[config.mk]
export PLATFORM = sky130hd
export DESIGN_NAME = npu_job_sequencer
export DESIGN_NICKNAME = d
export VERILOG_FILES = /design/src/rtl/npu_job_sequencer.sv
export SDC_FILE = /design/constraint.sdc
export NUM_CORES = 1
export LEC_CHECK = 0
export CORE_AREA = 2 2 188 135
export DETAILED_ROUTE_END_ITERATION = 8
export DIE_AREA = 0 0 190 137
export PLACE_DENSITY = 0.86
export SLEW_MARGIN = 30
export SYNTH_ARGS = -nofsm -noshare
export SYNTH_HDL_FRONTEND = slang
export SYNTH_SLANG_ARGS = --single-unit
[constraint.sdc]
create_clock -name i_clk -period 5.5 [get_ports i_clk]
set_input_delay 0.55 -clock i_clk [delete_from_list [all_inputs] [get_ports i_clk]]
set_output_delay 0.55 -clock i_clk [all_outputs]
set_load 0.02 [all_outputs]
[src/rtl/npu_job_sequencer.sv]
// NPU job sequencer: CSR-programmed weight-load / stream / drain controller with watchdog and IRQ.
// Optional busy-cycle counter at CSR 7 is built only when NPU_SEQ_PERF_EN is defined.
module npu_job_sequencer #(
  parameter int BEATS_PER_ROW = 4,
  parameter int CNT_W         = 32
) (
  input  logic             i_clk,
  input  logic             i_rst_n,
  input  logic             i_csr_write,
  input  logic             i_csr_read,
  input  logic [2:0]       i_csr_addr,
  input  logic [31:0]      i_csr_wdata,
  output logic [31:0]      o_csr_rdata,
  input  logic             i_sink_fire,
  input  logic             i_source_fire,
  output logic             o_sink_gate,
  output logic             o_pe_load_weight,
  output logic             o_pe_acc_clear,
  output logic [CNT_W-1:0] o_seq_total_rows,
  output logic             o_busy,
  output logic             o_irq
);

  // state  | meaning
  // IDLE   | waiting for START
  // LOAD_W | sink beats are weights
  // STREAM | sink beats are activations
  // DRAIN  | waiting for the last output beats
  // ERR    | one-cycle error exit
  typedef enum logic [2:0] {
    S_IDLE = 3'd0, S_LOAD_W = 3'd1, S_STREAM = 3'd2, S_DRAIN = 3'd3, S_ERR = 3'd4
  } state_t;

  state_t r_state, w_next;
  logic r_irq_en, r_done, r_error, r_acc_clear;
  logic [CNT_W-1:0] r_w_beats, r_in_beats, r_out_rows, r_timeout;
  logic [CNT_W-1:0] r_sink_cnt, r_wd_left;
  logic [CNT_W+2:0] r_out_cnt;
  logic [31:0] r_rdata, w_rdata;

  logic w_ctrl_wr, w_status_wr, w_abort, w_idle_start, w_cfg_bad, w_job_start;
  logic w_active, w_any_fire, w_wd_expire, w_last_w, w_last_in, w_out_full;
  logic w_done_set, w_err_set, w_cfg_wr_ok;
  logic [CNT_W+2:0] w_out_target;

  assign w_ctrl_wr    = i_csr_write && (i_csr_addr == 3'd0);
  assign w_status_wr  = i_csr_write && (i_csr_addr == 3'd1);
  assign w_abort      = w_ctrl_wr && i_csr_wdata[1];
  assign w_idle_start = w_ctrl_wr && i_csr_wdata[0] && !i_csr_wdata[1] && (r_state == S_IDLE);
  assign w_cfg_bad    = (r_in_beats == '0) || (r_out_rows == '0);
  assign w_job_start  = w_idle_start && !w_cfg_bad;
  assign w_cfg_wr_ok  = i_csr_write && (r_state == S_IDLE);

  assign w_out_target = (CNT_W+3)'(r_out_rows) * (CNT_W+3)'(BEATS_PER_ROW);
  assign w_out_full   = (r_out_cnt == w_out_target);
  assign w_active     = (r_state == S_LOAD_W) || (r_state == S_STREAM) || (r_state == S_DRAIN);
  assign w_any_fire   = i_sink_fire || i_source_fire;
  // Watchdog is a down-counter reloaded with TIMEOUT on start and on every fire.
  assign w_wd_expire  = (r_timeout != '0) && w_active && !w_any_fire && (r_wd_left == CNT_W'(1));
  assign w_last_w     = i_sink_fire && (r_sink_cnt == r_w_beats - CNT_W'(1));
  assign w_last_in    = i_sink_fire && (r_sink_cnt == r_in_beats - CNT_W'(1));

  always_ff @(posedge i_clk or negedge i_rst_n) begin
    if (!i_rst_n) r_state <= S_IDLE;
    else          r_state <= w_next;
  end

  always_comb begin
    w_next = r_state;
    case (r_state)
      S_IDLE:   if (w_job_start) w_next = (r_w_beats != '0) ? S_LOAD_W : S_STREAM;
      S_LOAD_W: if (w_last_w)    w_next = S_STREAM;
      S_STREAM: if (w_last_in)   w_next = S_DRAIN;
      S_DRAIN:  if (w_out_full)  w_next = S_IDLE;
      S_ERR:    w_next = S_IDLE;
      default:  w_next = S_IDLE;
    endcase
    if (w_wd_expire) w_next = S_ERR;
    if (w_abort && (r_state != S_IDLE)) w_next = S_IDLE;
  end

  always_comb begin
    o_sink_gate      = (r_state == S_LOAD_W) || (r_state == S_STREAM);
    o_pe_load_weight = (r_state == S_LOAD_W);
    o_busy           = (r_state != S_IDLE);
    o_pe_acc_clear   = r_acc_clear;
    o_seq_total_rows = r_out_rows;
    o_irq            = r_irq_en && (r_done || r_error);
    o_csr_rdata      = r_rdata;
  end

  always_ff @(posedge i_clk or negedge i_rst_n) begin
    if (!i_rst_n) begin
      r_sink_cnt <= '0;
      r_out_cnt  <= '0;
      r_wd_left  <= '0;
    end else if (w_job_start) begin
      r_sink_cnt <= '0;
      r_out_cnt  <= '0;
      r_wd_left  <= r_timeout;
    end else begin
      if (i_sink_fire && (r_state == S_LOAD_W))
        r_sink_cnt <= w_last_w ? '0 : r_sink_cnt + CNT_W'(1);
      else if (i_sink_fire && (r_state == S_STREAM))
        r_sink_cnt <= r_sink_cnt + CNT_W'(1);
      if (w_active && i_source_fire && !w_out_full)
        r_out_cnt <= r_out_cnt + (CNT_W+3)'(1);
      if (w_any_fire)
        r_wd_left <= r_timeout;
      else if (w_active && (r_wd_left != '0))
        r_wd_left <= r_wd_left - CNT_W'(1);
    end
  end

  // A same-cycle set beats a W1C clear.
  assign w_done_set = (r_state == S_DRAIN) && w_out_full && !w_abort && !w_wd_expire;
  assign w_err_set  = (w_idle_start && w_cfg_bad) || (r_state == S_ERR) ||
                      (w_abort && (r_state != S_IDLE));

  always_ff @(posedge i_clk or negedge i_rst_n) begin
    if (!i_rst_n) begin
      r_irq_en    <= 1'b0;
      r_done      <= 1'b0;
      r_error     <= 1'b0;
      r_acc_clear <= 1'b0;
      r_w_beats   <= '0;
      r_in_beats  <= '0;
      r_out_rows  <= '0;
      r_timeout   <= '0;
    end else begin
      r_acc_clear <= w_job_start;
      r_done      <= w_done_set || (r_done && !(w_status_wr && i_csr_wdata[1]));
      r_error     <= w_err_set  || (r_error && !(w_status_wr && i_csr_wdata[2]));
      if (w_ctrl_wr) r_irq_en <= i_csr_wdata[2];
      if (w_cfg_wr_ok && (i_csr_addr == 3'd2)) r_w_beats  <= CNT_W'(i_csr_wdata);
      if (w_cfg_wr_ok && (i_csr_addr == 3'd3)) r_in_beats <= CNT_W'(i_csr_wdata);
      if (w_cfg_wr_ok && (i_csr_addr == 3'd4)) r_out_rows <= CNT_W'(i_csr_wdata);
      if (w_cfg_wr_ok && (i_csr_addr == 3'd6)) r_timeout  <= CNT_W'(i_csr_wdata);
    end
  end

`ifdef NPU_SEQ_PERF_EN
  logic [31:0] r_perf;
  always_ff @(posedge i_clk or negedge i_rst_n) begin
    if (!i_rst_n)                r_perf <= '0;
    else if (w_job_start)        r_perf <= '0;
    else if (r_state != S_IDLE)  r_perf <= r_perf + 32'd1;
  end
`endif

  always_comb begin
    w_rdata = '0;
    case (i_csr_addr)
      3'd0: w_rdata = {29'd0, r_irq_en, 2'b00};
      3'd1: w_rdata = {25'd0, r_state, 1'b0, r_error, r_done, o_busy};
      3'd2: w_rdata = 32'(r_w_beats);
      3'd3: w_rdata = 32'(r_in_beats);
      3'd4: w_rdata = 32'(r_out_rows);
      3'd5: w_rdata = 32'(r_out_cnt);
      3'd6: w_rdata = 32'(r_timeout);
`ifdef NPU_SEQ_PERF_EN
      3'd7: w_rdata = r_perf;
`endif
      default: w_rdata = '0;
    endcase
  end

  always_ff @(posedge i_clk or negedge i_rst_n) begin
    if (!i_rst_n)        r_rdata <= '0;
    else if (i_csr_read) r_rdata <= w_rdata;
  end

endmodule
Yosys cells after proc, flatten, opt, wreduce, memory -nomap -nowiden
Index checks and enable logic that the tools add are counted.

Register bits: 266.

Add/subtract/negate cells: 5. Equality and inequality tests: 18. Mux-type cells: 18. Reductions and logical operators: 61.

Operator list (number): 2-to-1 mux 32 bit (7); one-hot mux 32 bit (7 select lines) (1); nonzero test 32 bit (3); subtractor 32 x 1 -> 32 bit, second input constant (3); 2-to-1 mux 35 bit (2); == test 32 bit (2); zero test 32 bit (2); adder 35 x 1 -> 35 bit, second input constant (1); == test 35 x 34 -> 1 bit (1); adder 32 x 1 -> 32 bit, second input constant (1); == test 32 x 1 -> 1 bit, second input constant (1); logical AND 1 bit (32); 2-to-1 mux 3 bit (6); == test 3 x 2 -> 1 bit, second input constant (4); == test 3 bit, second input constant (4); inequality test 4 x 3 -> 1 bit, second input constant (3); one-hot mux 3 bit (4 select lines) (1); logical OR 1 bit (9); nonzero test 3 bit (3); zero test 1 bit (8); == test 3 x 1 -> 1 bit, second input constant (2); zero test 3 bit (2); inequality test 4 x 1 -> 1 bit, second input constant (1); AND reduction 4 bit (1); other kinds (2) (2).

Longest topological paths before layout
Gate-level depths: netlist of run 1.

Depth after elaboration: 10. Depth in mapped cells: 14. Mapped depth without buffers: 11.

Least setup slack after synthesis of run 1
OpenSTA, ideal clock, no wires.

Kind: register -> register. From: register r_w_beats[0]. To: register r_sink_cnt[31]. Setup time: 124 ps. Arrival: 3316 ps. Data required time: 5376 ps. Path slack: 2060 ps. Cell stages (with the launch flop): 14. Path through: dfrtp_1 -> inv_1 -> ha_1 -> or3b_4 -> or3_1 -> buf_6 -> nor4_4 -> xnor2_1 -> or4b_4 -> a2111oi_4 -> a31oi_2 -> buf_6 -> nor3b_1 -> a211o_1.

Cells in the longest elaborated chain, start to end: 6.

Ends and longest elaborated chain: start, declared (line 36) `logic [CNT_W-1:0] r_w_beats, r_in_beats, r_out_rows, r_timeout;`; start signal, assigned (line 135) `if (w_cfg_wr_ok && (i_csr_addr == 3'd2)) r_w_beats <= CNT_W'(i_csr_wdata);`; subtractor 32 x 1 -> 32 bit (line 60) `assign w_last_w = i_sink_fire && (r_sink_cnt == r_w_beats - CNT_W'(1));`; == test 32 bit (line 60); logical AND 1 bit (line 60); 2-to-1 mux 32 bit (line 103) `r_sink_cnt <= w_last_w ? '0 : r_sink_cnt + CNT_W'(1);`; 2-to-1 mux 32 bit (line 102) `if (i_sink_fire && (r_state == S_LOAD_W))`; 2-to-1 mux 32 bit (line 97) `end else if (w_job_start) begin`; end signal, assigned (line 103); end signal, assigned (line 105) `r_sink_cnt <= r_sink_cnt + CNT_W'(1);`; end, declared (line 37) `logic [CNT_W-1:0] r_sink_cnt, r_wd_left;`.

No other way between the ends. A chain may end at the register's enable or synchronous reset.

Worst setup path after layout of run 1
From: register r_w_beats[0]. To: register r_sink_cnt[3].

Same word-level chain as after synthesis.

==> results of run 1 <==
==> synthesized netlist by cell type (7+ instances only) <==
master / instances
dfrtp_1: 266
mux2_2: 163
nor2_1: 129
xnor2_1: 118
clkbuf_1: 83
nand2_1: 73
a21oi_1: 69
inv_1: 64
xor2_1: 54
nand3_1: 48
o21ai_0: 47
nor4_1: 43
nor3_1: 42
a31oi_1: 31
nand4_1: 31
o22ai_1: 30
a22o_1: 27
a222oi_1: 26
or3_1: 25
and3_1: 19
mux2i_1: 14
buf_1: 13
nand2b_1: 13
or4_1: 12
nand3b_1: 11
ha_1: 9
nor2b_1: 8
and4_1: 7
==> per-layer routing <==
| layer | track usage | vias to the layer above | wire length [um] |
|---|---|---|---|
| met4 | 0.113 | 0 | 1460 |
| li1 | - | 5886 | - |
| met1 | 0.561 | 6656 | 20500 |
| met3 | 0.107 | 101 | 6700 |
| met2 | 0.545 | 954 | 20400 |
| met5 | 0 | - | 0 |
==> layout make-up <==
type | count | share of cell area
flip-flops and latches | 266 | 0.375
repair buffers | 133 | 0.0734
clock buffers | 35 | 0.0414
multi-input cells | 1145 | 0.465
inverters | 64 | 0.0135
well taps | 325 | 0.0229
clock inverters | 14 | 0.00881
==> power by group through the flow <==
| stage | logic (mW) | registers (mW) | clock network, mW |
|---|---|---|---|
| global placement | 3.36 | 3.76 | 0 |
| detailed placement | 3.46 | 3.79 | 0 |
| finish | 3.57 | 3.85 | 1.89 |
| CTS | 3.49 | 3.77 | 1.89 |
| floorplan | 2.35 | 3.42 | 0 |
| global route | 3.84 | 3.90 | 1.97 |
==> layout by cell type, fill, tap and decap left out, drive strengths merged, types with 12 or more instances in the layout <==
master,n
a21oi,69
nand2b,13
a31oi,32
nor2,129
inv,65
nand3,48
xnor2,118
nand4,31
o21ai,47
xor2,54
o22ai,30
a222oi,26
or3,26
mux2,163
buf,26
nor3,43
clkdlybuf4s50,107
nor4,47
a22o,27
and3,19
clkbuf,35
mux2i,14
or4,12
dfrtp,266
nand2,73
==> registers in the layout, summed over array words and instances (netlist names) <==
name	flops
r_timeout	32
r_irq_en	1
r_done	1
r_sink_cnt	32
r_w_beats	32
o_pe_acc_clear	1
r_out_cnt	35
r_error	1
r_in_beats	32
o_seq_total_rows	32
r_wd_left	32
r_state	3
o_csr_rdata	32
==> kinds of logic (layout without fill, tap and decap cells) <==
| family | Yosys count | in the layout | share of synthesized area |
|---|---|---|---|
| AO/OA/AOI/OAI | 288 | 288 | 0.127 |
| XOR/XNOR | 172 | 172 | 0.0968 |
| adder cells (fa/ha/maj) | 9 | 9 | 0.00724 |
| buffers and inverters | 170 | 246 | 0.0434 |
| flip-flops | 266 | 266 | 0.428 |
| multiplexers | 177 | 177 | 0.127 |
| AND/OR/NAND/NOR | 499 | 499 | 0.171 |
==> stage by stage <==
step           cells  worst slack, ps  hold WS, ps  cell area, um2   util
3_3_place_gp    1932             1290          511           16800  0.696
3_5_place_dp    1932             1150          519           16800  0.696
6_report        1982             1320        -11.5           17800  0.734
5_1_grt         1982             1100         41.0           17800  0.734
2_1_floorplan   1581             2060          254           15600      -
4_1_cts         1981             1130        0.956           17700  0.732
==> final timing paths <==
kind / startpoint / to / slack, ps
min in group i_clk: o_csr_rdata[11] / o_csr_rdata[11] / 530
max: r_w_beats[0] / r_sink_cnt[3] / 1320
max reg2reg: r_w_beats[0] / r_sink_cnt[3] / 1320
min: i_rst_n / r_in_beats[2] / -10
min reg2reg: o_csr_rdata[11] / o_csr_rdata[11] / 530
max in group asynchronous: i_rst_n / r_timeout[1] / 4310
==> flow_metrics.tcl, run 1 <==
set metrics [dict create \
    critical-path-max-stage-delay_ps 610 \
    yosysSeqAreaShare 0.428 \
    finalWirelength_um 49100 \
    cts_tree "yes" \
    num_io_pins 110 \
    synth.distinct_cells 73 \
    ir_drop_mv 0.372 \
    path_depth 10 \
    routed-via-count 13600 \
    fin_setup_tns_ps 0 \
    crit_slowest_cell "nor4_2" \
    numPortBuffers 109 \
    rsz0062_at_grt "false" \
    end_kind "register" \
    path_max_fanout 30 \
    die_y_um 137 \
    report.final.slew_viol_count 0 \
    crit_type "register to register" \
    cp.required_ps 5920 \
    wl_per_cell_um 24.8 \
    syn-cell-area_mm2 0.0156 \
    multi_input_area_mm2 0.00826 \
    violations "design-rule violations, negative hold slack" \
    hpwl_um 35800 \
    fin_crit_ps 4180 \
    grt_pass1_wl_um 75100 \
    tightest_slew_ps 1030 \
    fillers 1736 \
    clkSinkCount 266 \
    drtIter0Drc 2044 \
    p_int_mw 5.41 \
    crit_family "simple AND/OR/NAND/NOR gates" \
    synth-edff-count 0 \
    synth_largest_area_cell "dfrtp_1" \
    htree_levels 1 \
    ctsResizeCount 0 \
    status "finished with violations" \
    synth_top_area_share 0.428 \
    antenna_found_initial 0 \
    worstSkewPairLatency_ps 560 \
    path_cells "nor4_2 -> nand3_1 -> nor4b_2 -> mux2_2 -> a21o_1 -> a2111oi_4 -> a31oi_4 -> buf_16 -> and3_1 -> a221o_1" \
    synthFlopType "dfrtp_1" \
    min_path_type "input port to async pin" \
    grt-ovfl-total 0 \
    fin_crit_sh 0.759 \
    layout-drive-gt1-share 0.154 \
    core.rowCount 48 \
    root_buffer "clkbuf_16" \
    grt_usage 0.380 \
    synth_seq_cells 266 \
    cts_buffer_depth 3 \
    diodes 0 \
    core_area_mm2 0.0242 \
    gp_congestion 1.06 \
    nets 1687 \
    cts_inserted_buffers 27 \
    clk_pin_slew_ps 60 \
    postRouteAntennaNets 0 \
    die_w_um 190 \
    drc 3 \
    die_area_mm2 0.0260 \
    hold_violations 28 \
    max_freq_mhz 239 \
    ff2ff_path_depth 10 \
    avgSynthCellArea_um2 9.84 \
    clkPwrFrac 0.203 \
    syn2layout_area_growth_pct 14.1 \
    grt_pass1_vias 12500 \
    yosys_warnings 0 \
    synth_cells 1581 \
    max_cap_violations 0 \
    synthArstFlopShare 1.00 \
    cp.arrival_ps 4600 \
    startpoint_type "register" \
    post-cts-setup-buffer-count 0 \
    via_per_inst 6.86 \
    finalPower_mw 9.31 \
    swShare 0.418 \
    power_frac_seq 0.413 \
    fin_skew_ps 30.5 \
    switching_power_mw 3.90 \
    power_frac_comb 0.384 \
    grt_max_degree 134 \
    leakage_nw 7.12 \
    hold_buffers 0 \
    regArea_mm2 0.00666 \
    setup_viol 0 \
    power.density_mw_per_mm2 524 \
    path_buf_inv 1 \
    start_util 0.643 \
    holdWs_ps -11.5 \
    synth_area_leaders "dfrtp_1, mux2_2, xnor2_1" \
    max-slew-margin-rel 0.306 \
    firstDrtPassIters 9 \
    synthesis.nets 1631 \
]
No activity file was read; power rests on OpenSTA's default activity.
==> run 2, diff against run 1 <==
Settings changed: CORE_AREA 2 2 188 135 to 2 2 196 140, DIE_AREA 0 0 190 137 to 0 0 198 142, PLACE_DENSITY 0.86 to 0.8.
Clock period 5.5 ns to 4.4 ns, I/O delays scaled along.
==> run 2 against run 1 <==
Cell count grew 2.5%. Clock skew decreased by 17 ps. The run now ends clean. Combinational power rose by 27%. Wire length up 3.6%. Critical endpoint is now r_sink_cnt[22]. Critical path depth grew 1. Sequential share of layout area fell by 0.56 points. Core utilization down 4.9 points. Total power is 29% higher. Highest routed layer unchanged.
==> flow_metrics.tcl, run 2 (synthesis results as in run 1) <==
set metrics [dict create \
    grt_usage 0.364 \
    layout.cells.most_common "dfrtp_1" \
    start_util 0.591 \
    hpwl_um 37000 \
    hold_violations 0 \
    setup_viol 0 \
    tightest_slew_ps 951 \
    startpoint_type "register" \
    grt-ovfl-total 0 \
    numPortBuffers 109 \
    antenna_found_initial 1 \
    met1_usage 0.540 \
    grtUsageMet3 0.117 \
    crit_type "register to register" \
    htree_levels 1 \
    grt_use_met2 0.513 \
    core_area_mm2 0.0263 \
    drc 0 \
    holdWs_ps 374 \
    via_per_inst 6.70 \
    min_path_type "input port to async pin" \
    grt_pass1_vias 12500 \
    max_freq_mhz 246 \
    report.final.slew_viol_count 0 \
    die_y_um 142 \
    regArea_mm2 0.00666 \
    end_kind "register" \
    fin_crit_sh 0.924 \
    status "finished, final reports clean" \
    path_max_fanout 39 \
    cts_tree "yes" \
    power.density_mw_per_mm2 665 \
    clk_pin_slew_ps 70 \
    fin_skew_ps 13.0 \
    reg2reg_from "r_w_beats[0]" \
    regMostFlops "r_out_cnt" \
    drtIter0Drc 1860 \
    leakage_nw 7.23 \
    grt_pass1_wl_um 76800 \
    layout_common_cells "dfrtp_1, mux2_2, nor2_1, xnor2_1, clkdlybuf4s50_1" \
    root_buffer "clkbuf_16" \
    die_area_mm2 0.0281 \
    critical_path.startpoint "r_w_beats[0]" \
    gp_congestion 1.01 \
    max_cap_violations 0 \
    regToRegSetupSlack_ps 340 \
    ctsResizeCount 0 \
    finalWirelength_um 50900 \
    worstSkewPairLatency_ps 570 \
    rsz0062_at_grt "false" \
    fillers 2048 \
    clkSinkCount 266 \
    firstDrtPassIters 9 \
    cp.arrival_ps 4460 \
    num_io_pins 110 \
    grt_max_degree 129 \
    routed-via-count 13600 \
    die_w_um 198 \
    largest_register_ffs 35 \
    core.rowCount 50 \
    multi_input_area_mm2 0.00826 \
    fin_setup_tns_ps 0 \
    grt-busiest-layer "met1" \
    ir_drop_mv 0.449 \
    cts_buffer_depth 3 \
    syn2layout_area_growth_pct 15.9 \
    cts_inserted_buffers 28 \
    wl_per_cell_um 25.0 \
    max-slew-margin-rel 0.357 \
    postRouteAntennaNets 0 \
    reg2reg_to "r_sink_cnt[22]" \
    layout-drive-gt1-share 0.161 \
    fin_crit_ps 4060 \
    ff2ff_path_depth 11 \
    finalPower_mw 12.0 \
    cp.required_ps 4800 \
    nets 1695 \
]
## run 2: cell count changes in the layout (fill, tap and decap cells not counted), sizes merged
| cell | previous run | this run |
|---|---|---|
| buf | 26 | 32 |
| bufinv | 3 | 5 |
| clkbuf | 35 | 38 |
| clkinv | 7 | 6 |
| clkinvlp | 3 | 2 |
| diode | 0 | 1 |
| dlygate4sd3 | 0 | 1 |
## run 2: area by class of cell
cell class	instances	area share
multi-input combinational	1145	0.458
sequential	266	0.369
timing repair buffer	140	0.0767
clock buffer	38	0.0460
tap	364	0.0253
inverter	64	0.0133
clock inverter	14	0.0113
antenna	1	0.000139
## run 2: power by group
| part | switching [mW] | total (mW) | internal (mW) |
|---|---|---|---|
| logic | 2.34 | 4.52 | 2.17 |
| registers | 1.57 | 4.82 | 3.25 |
| clock network | 1.04 | 2.65 | 1.61 |
## run 2: layer usage
| layer | part of all wire | up-vias |
|---|---|---|
| met3 | 0.14 | 129 |
| met4 | 0.027 | 0 |
| met2 | 0.41 | 884 |
| met5 | 0 | - |
| li1 | - | 5908 |
| met1 | 0.42 | 6699 |
## run 2: worst max path at each step
stage | endpoint
after floorplan | r_sink_cnt[31]
after global placement | r_sink_cnt[22]
after detailed placement | r_sink_cnt[12]
after CTS | r_sink_cnt[12]
after global routing | r_sink_cnt[22]
final | r_sink_cnt[22]
## run 2: critical path, cell delays in order, from the launching register on
cell	delay, ps
dfrtp_1	450
nor4_2	670
nand3_1	410
buf_4	280
or4_1	470
o21ai_0	150
nand4_1	160
a2111oi_4	480
a31oi_4	270
buf_12	250
a41oi_1	220
a31oi_1	80
## run 2: stage by stage
stage | area (um2) | util | setup WS [ps] | std cells
6_report | 18000 | 0.685 | 336 | 2032
3_3_place_gp | 17000 | 0.644 | 619 | 1977
5_1_grt | 18000 | 0.685 | 186 | 2031
3_5_place_dp | 17000 | 0.644 | 512 | 1977
4_1_cts | 18000 | 0.683 | 470 | 2029
2_1_floorplan | 15600 | - | 960 | 1581
## run 2: timing repair
item,4_1_cts,5_1_grt
buffers inserted,0,0
endpoints found under the setup margin,0,0
hold endpoints to repair,0,45
hold buffers,0,1
